--- src/rtl/imm_encoder.sv ---
// Packs a signed immediate into the RISC-V I/S/B/J bit positions of a base word.
// Two-stage valid/ready pipeline: stage 1 checks range/alignment, stage 2 merges.
module imm_encoder #(
  parameter int CNT_W = 16
) (
  input  logic             clk,
  input  logic             rst_n,
  input  logic             in_valid,
  output logic             in_ready,
  input  logic [1:0]       fmt,
  input  logic [31:0]      imm,
  input  logic [31:0]      base,
  output logic             out_valid,
  input  logic             out_ready,
  output logic [31:0]      instr,
  output logic             err,
  output logic [1:0]       err_code,
  output logic [CNT_W-1:0] enc_count,
  output logic [CNT_W-1:0] err_count
);

  localparam int STAGES = 2;

  // imm bits above 20 never reach an instruction field, so stage 1 keeps only [20:0]
  typedef struct packed {
    logic [1:0]  fmt;
    logic [20:0] imm;
    logic [31:0] base;
    logic [1:0]  ecode;
  } s1_t;

  typedef struct packed {
    logic [31:0] instr;
    logic [1:0]  ecode;
  } s2_t;

  logic [STAGES:1] vld_pipe_q, vld_pipe_d;
  s1_t             s1_q, s1_d, s1_nxt;
  s2_t             s2_q, s2_d, s2_nxt;
  logic [CNT_W-1:0] enc_cnt_q, enc_cnt_d, err_cnt_q, err_cnt_d;
  logic            s2_acc, in_fire, out_fire;
  logic            rng_bad, mis;
  logic [31:0]     mask, field;

  assign s2_acc   = !vld_pipe_q[2] || out_ready;
  assign in_ready = !vld_pipe_q[1] || s2_acc;
  assign in_fire  = in_valid && in_ready;
  assign out_fire = vld_pipe_q[2] && out_ready;

  always_comb begin
    rng_bad = 1'b0;
    case (fmt)
      2'b00, 2'b01: rng_bad = ($signed(imm) < -32'sd2048)    || ($signed(imm) > 32'sd2047);
      2'b10:        rng_bad = ($signed(imm) < -32'sd4096)    || ($signed(imm) > 32'sd4094);
      default:      rng_bad = ($signed(imm) < -32'sd1048576) || ($signed(imm) > 32'sd1048574);
    endcase
    mis = fmt[1] & imm[0];
    s1_nxt.fmt   = fmt;
    s1_nxt.imm   = imm[20:0];
    s1_nxt.base  = base;
    s1_nxt.ecode = {mis, rng_bad};
    s1_d = in_fire ? s1_nxt : s1_q;
  end

  always_comb begin
    mask  = 32'h0;
    field = 32'h0;
    case (s1_q.fmt)
      2'b00: begin
        mask  = 32'hFFF0_0000;
        field = {s1_q.imm[11:0], 20'b0};
      end
      2'b01: begin
        mask  = 32'hFE00_0F80;
        field = {s1_q.imm[11:5], 13'b0, s1_q.imm[4:0], 7'b0};
      end
      2'b10: begin
        mask  = 32'hFE00_0F80;
        field = {s1_q.imm[12], s1_q.imm[10:5], 13'b0, s1_q.imm[4:1], s1_q.imm[11], 7'b0};
      end
      default: begin
        mask  = 32'hFFFF_F000;
        field = {s1_q.imm[20], s1_q.imm[10:1], s1_q.imm[11], s1_q.imm[19:12], 12'b0};
      end
    endcase
    // an unencodable immediate leaves its field zeroed rather than truncated
    s2_nxt.instr = (s1_q.base & ~mask) | ((|s1_q.ecode) ? 32'h0 : field);
    s2_nxt.ecode = s1_q.ecode;
    s2_d = (s2_acc && vld_pipe_q[1]) ? s2_nxt : s2_q;
  end

  always_comb begin
    vld_pipe_d[1] = in_ready ? in_valid : vld_pipe_q[1];
    vld_pipe_d[2] = s2_acc ? vld_pipe_q[1] : vld_pipe_q[2];
    enc_cnt_d = out_fire ? enc_cnt_q + CNT_W'(1) : enc_cnt_q;
    err_cnt_d = (out_fire && err && !(&err_cnt_q)) ? err_cnt_q + CNT_W'(1) : err_cnt_q;
  end

  always_ff @(posedge clk or negedge rst_n) begin
    if (!rst_n) begin
      vld_pipe_q <= '0;
      s1_q       <= '0;
      s2_q       <= '0;
      enc_cnt_q  <= '0;
      err_cnt_q  <= '0;
    end else begin
      vld_pipe_q <= vld_pipe_d;
      s1_q       <= s1_d;
      s2_q       <= s2_d;
      enc_cnt_q  <= enc_cnt_d;
      err_cnt_q  <= err_cnt_d;
    end
  end

  assign out_valid = vld_pipe_q[2];
  assign instr     = s2_q.instr;
  assign err       = |s2_q.ecode;
  assign err_code  = s2_q.ecode;
  assign enc_count = enc_cnt_q;
  assign err_count = err_cnt_q;

endmodule

--- config.mk ---
export PLATFORM = sky130hd
export DESIGN_NAME = imm_encoder
export DESIGN_NICKNAME = d
export VERILOG_FILES = /design/src/rtl/imm_encoder.sv
export SDC_FILE = /design/constraint.sdc
export NUM_CORES = 1
export LEC_CHECK = 0
export BUFFER_PORTS_ARGS = -buffer_cell sky130_fd_sc_hd__buf_2
export CAP_MARGIN = 10
export CORE_MARGIN = 5
export CORE_UTILIZATION = 25
export CTS_CLUSTER_DIAMETER = 40
export DETAILED_ROUTE_END_ITERATION = 12
export GPL_TIMING_DRIVEN = 0
export PLACE_DENSITY = 0.51
export RECOVER_POWER = 25
export SYNTH_ARGS = -nofsm -noshare
export SYNTH_HDL_FRONTEND = slang
export SYNTH_SLANG_ARGS = --single-unit
--- constraint.sdc ---
create_clock -name clk -period 2.2 [get_ports clk]
set_clock_uncertainty 0.05 [all_clocks]
set_input_delay 0.11 -clock clk [delete_from_list [all_inputs] [get_ports clk]]
set_output_delay 0.11 -clock clk [all_outputs]
set_load 0.01 [all_outputs]
==> metrics.cfg <==
[cells_and_area]
final_cells=909
final_nets=701
n_fill_cell=1991
drive_above_1_share=0.365
syn_to_final_growth_pct=42.8

[timing]
report.final.slew_viol_count=0
rsz0062_at_grt=no
final.min_clock_period_ps=1840
hold_violations=0
slew_headroom=0.193
period_share=0.835
setup_tns_ps=0
setup_viol=0
max_freq_mhz=544
worstMarginPinSlew_ps=1210

[clocking]
h-tree-depth=4
cts_tree=built
cts-root-buf=clkbuf_16
worstSkewPairLatency_ps=400
cts_made_buffers=17
clock_path_buffers=2
cts.sinks=118
clkTransAtPathRegs_ps=50
post_cts.repair.setup_buffers=0

[setup_path]
critical_path_required_ps=2430
r2r_slack_ps=390
crit_type=in -> reg
slowest_delay_ps=530
critPathLaunchType=input port
crit_top_cell=buf_2
crit_arrival_ps=2070
reg2regPathDepth=5
slowest_stage=dlygate4sd3_1
end_kind=register
crit_chain=dlygate4sd3_1, buf_2, nand3b_1, nand2_1, buf_2, mux2_2
worst-path-max-fanout=10
r2r-start=s1_q[56]
reg2reg_to=instr[7]

[routing]
wl_per_cell_um=15.5
dr_wl_met3_um=774
via_count=4023
drc_errors=0
first_iter_violations=138
wl_met1_um=6220
ant_nets=0
drtPass1Iterations=4
routed_wl_um=14100
dr_wl_met2_um=6930
top_layer_used=met4
viasPerCell=4.43

[floorplanning]
dieWidth_um=152
io_pins=139
num_rows=52
die_area_um2=23200
die_h_um=152
coreArea_um2=20100
initial_utilization=0.252

[synthesis]
synthFlopType=dfrtp_1
ys_top_cells_by_area=dfrtp_1, mux2_2, xnor2_1
synthTopCellsByCount=dfrtp_1, mux2_2, nand2_1
yosysTopAreaCell=dfrtp_1
syn-instance-count=422
synth_enable_flop_cells=0
ys_warn_count=0
synthesis.area_um2=5070
syn_nets=498
async_reset_ff_frac=1.00
yosysTopAreaCellShare=0.582
ys_types=38
synth_seq_area_share=0.582
syn_area_per_cell_um2=12.0
synth-seq-cells=118
post-synth-top-count-cell=dfrtp_1

[status]
outcome=complete, no violations

[power]
power.total_uw=7170
vdd_drop_max_mv=0.503
power_density_nw_per_um2=991
p_leak_uw=0.00328

[global_routing]
grt_overflow=0
antenna_found_initial=1
grt_max_degree=100
grt_pass1_vias=4351
grtUsageTotal=0.125
grt_pass1_wl_um=23300

[worst_hold_path]
hold_class=in -> reg
min_to=s1_q[0]
min_from=imm[26]
worstHoldPathCells=6

[placed_design]
dp_hpwl_um=10600
place_inst=824
place.gp.congestion=0.779
io_buffers=131

[run]
maxCapViolCount=0

-- cell families (layout without fill, tap and decap cells) --
group | Yosys count | in the layout | share of synthesized area
xor gates and xnor gates | 30 | 30 | 0.0518
AOI/OAI and AO/OA | 58 | 58 | 0.0698
DFF | 118 | 118 | 0.582
muxes | 59 | 59 | 0.131
and+or+nand+nor | 131 | 131 | 0.133
other | 0 | 1 | 0
adders and majority gates | 6 | 6 | 0.0148
buffers and inverters | 20 | 236 | 0.0170
-- critical path, delay by kind of cell --
family | cells | cell delay, ps
muxes | 1 | 380
buffers and inverters | 3 | 1040
and+or+nand+nor | 2 | 530
-- registers in the layout, summed over array words and instances, names as in the netlist --
register,flops
s1_q,50
enc_count,16
vld_pipe_q,2
instr,32
err_count,16
err_code,2
-- final cells by class --
cell class	instances	area [µm²]	share of cell area
plain buffers	15	67.6	0.00933
diodes	1	2.50	0.000345
well taps	270	338	0.0466
clock inverters	10	178	0.0245
flip-flops and latches	118	2950	0.408
repair buffers	184	1200	0.166
clock buffers	22	444	0.0613
multi-input cells	284	2040	0.282
inverters	5	18.8	0.00259
-- timing repair --
item / 4_1_cts / 5_1_grt
endpoints found under the hold margin: 170 / 0
setup endpoints to repair: 0 / 4
hold buffers: 52 / 0
gates resized for setup: 0 / 1
-- metrics by stage --
stage	instance area, µm²	util	setup slack, ps	hold WS [ps]
after global placement	6070	0.302	-490	293
final	7240	0.360	363	212
after floorplan	5070	-	529	-236
after detailed placement	6100	0.303	232	-80.6
after global routing	7240	0.360	193	322
after CTS	7240	0.360	216	52.0
-- cells in the final DEF (no fill, tap or decap), types with 8 or more instances in the layout --
cell	instances
xnor2_1	22
mux2_2	59
nand4_1	19
nand3_1	16
a22oi_1	10
nor2_1	9
nand2_1	49
dfrtp_1	118
clkbuf_1	12
a31oi_1	8
o21ai_0	29
buf_2	136
dlygate4sd3_1	52
xor2_1	8
clkbuf_16	17
nor2b_1	8
-- per-layer routing --
metal	track usage	vias up
met4	0.0382	0
met5	0	-
met2	0.208	107
met1	0.157	1978
li1	-	1925
met3	0.0383	13
-- worst max-delay path by stage --
stage	start	to
CTS	s1_q[55]	instr[9]
global route	out_ready	instr[25]
finish	out_ready	s1_q[12]
detailed placement	s1_q[56]	instr[9]
floorplan	err_count[0]	err_count[1]
global placement	rst_n	s1_q[18]
-- power breakdown --
group	leakage (µW)	total, µW	internal [µW]	switching [µW]
clock network	0.000302	2970	2000	966
registers	0.00146	2890	2560	328
logic	0.00152	1320	654	664
Power figures use the tool's default switching activity.
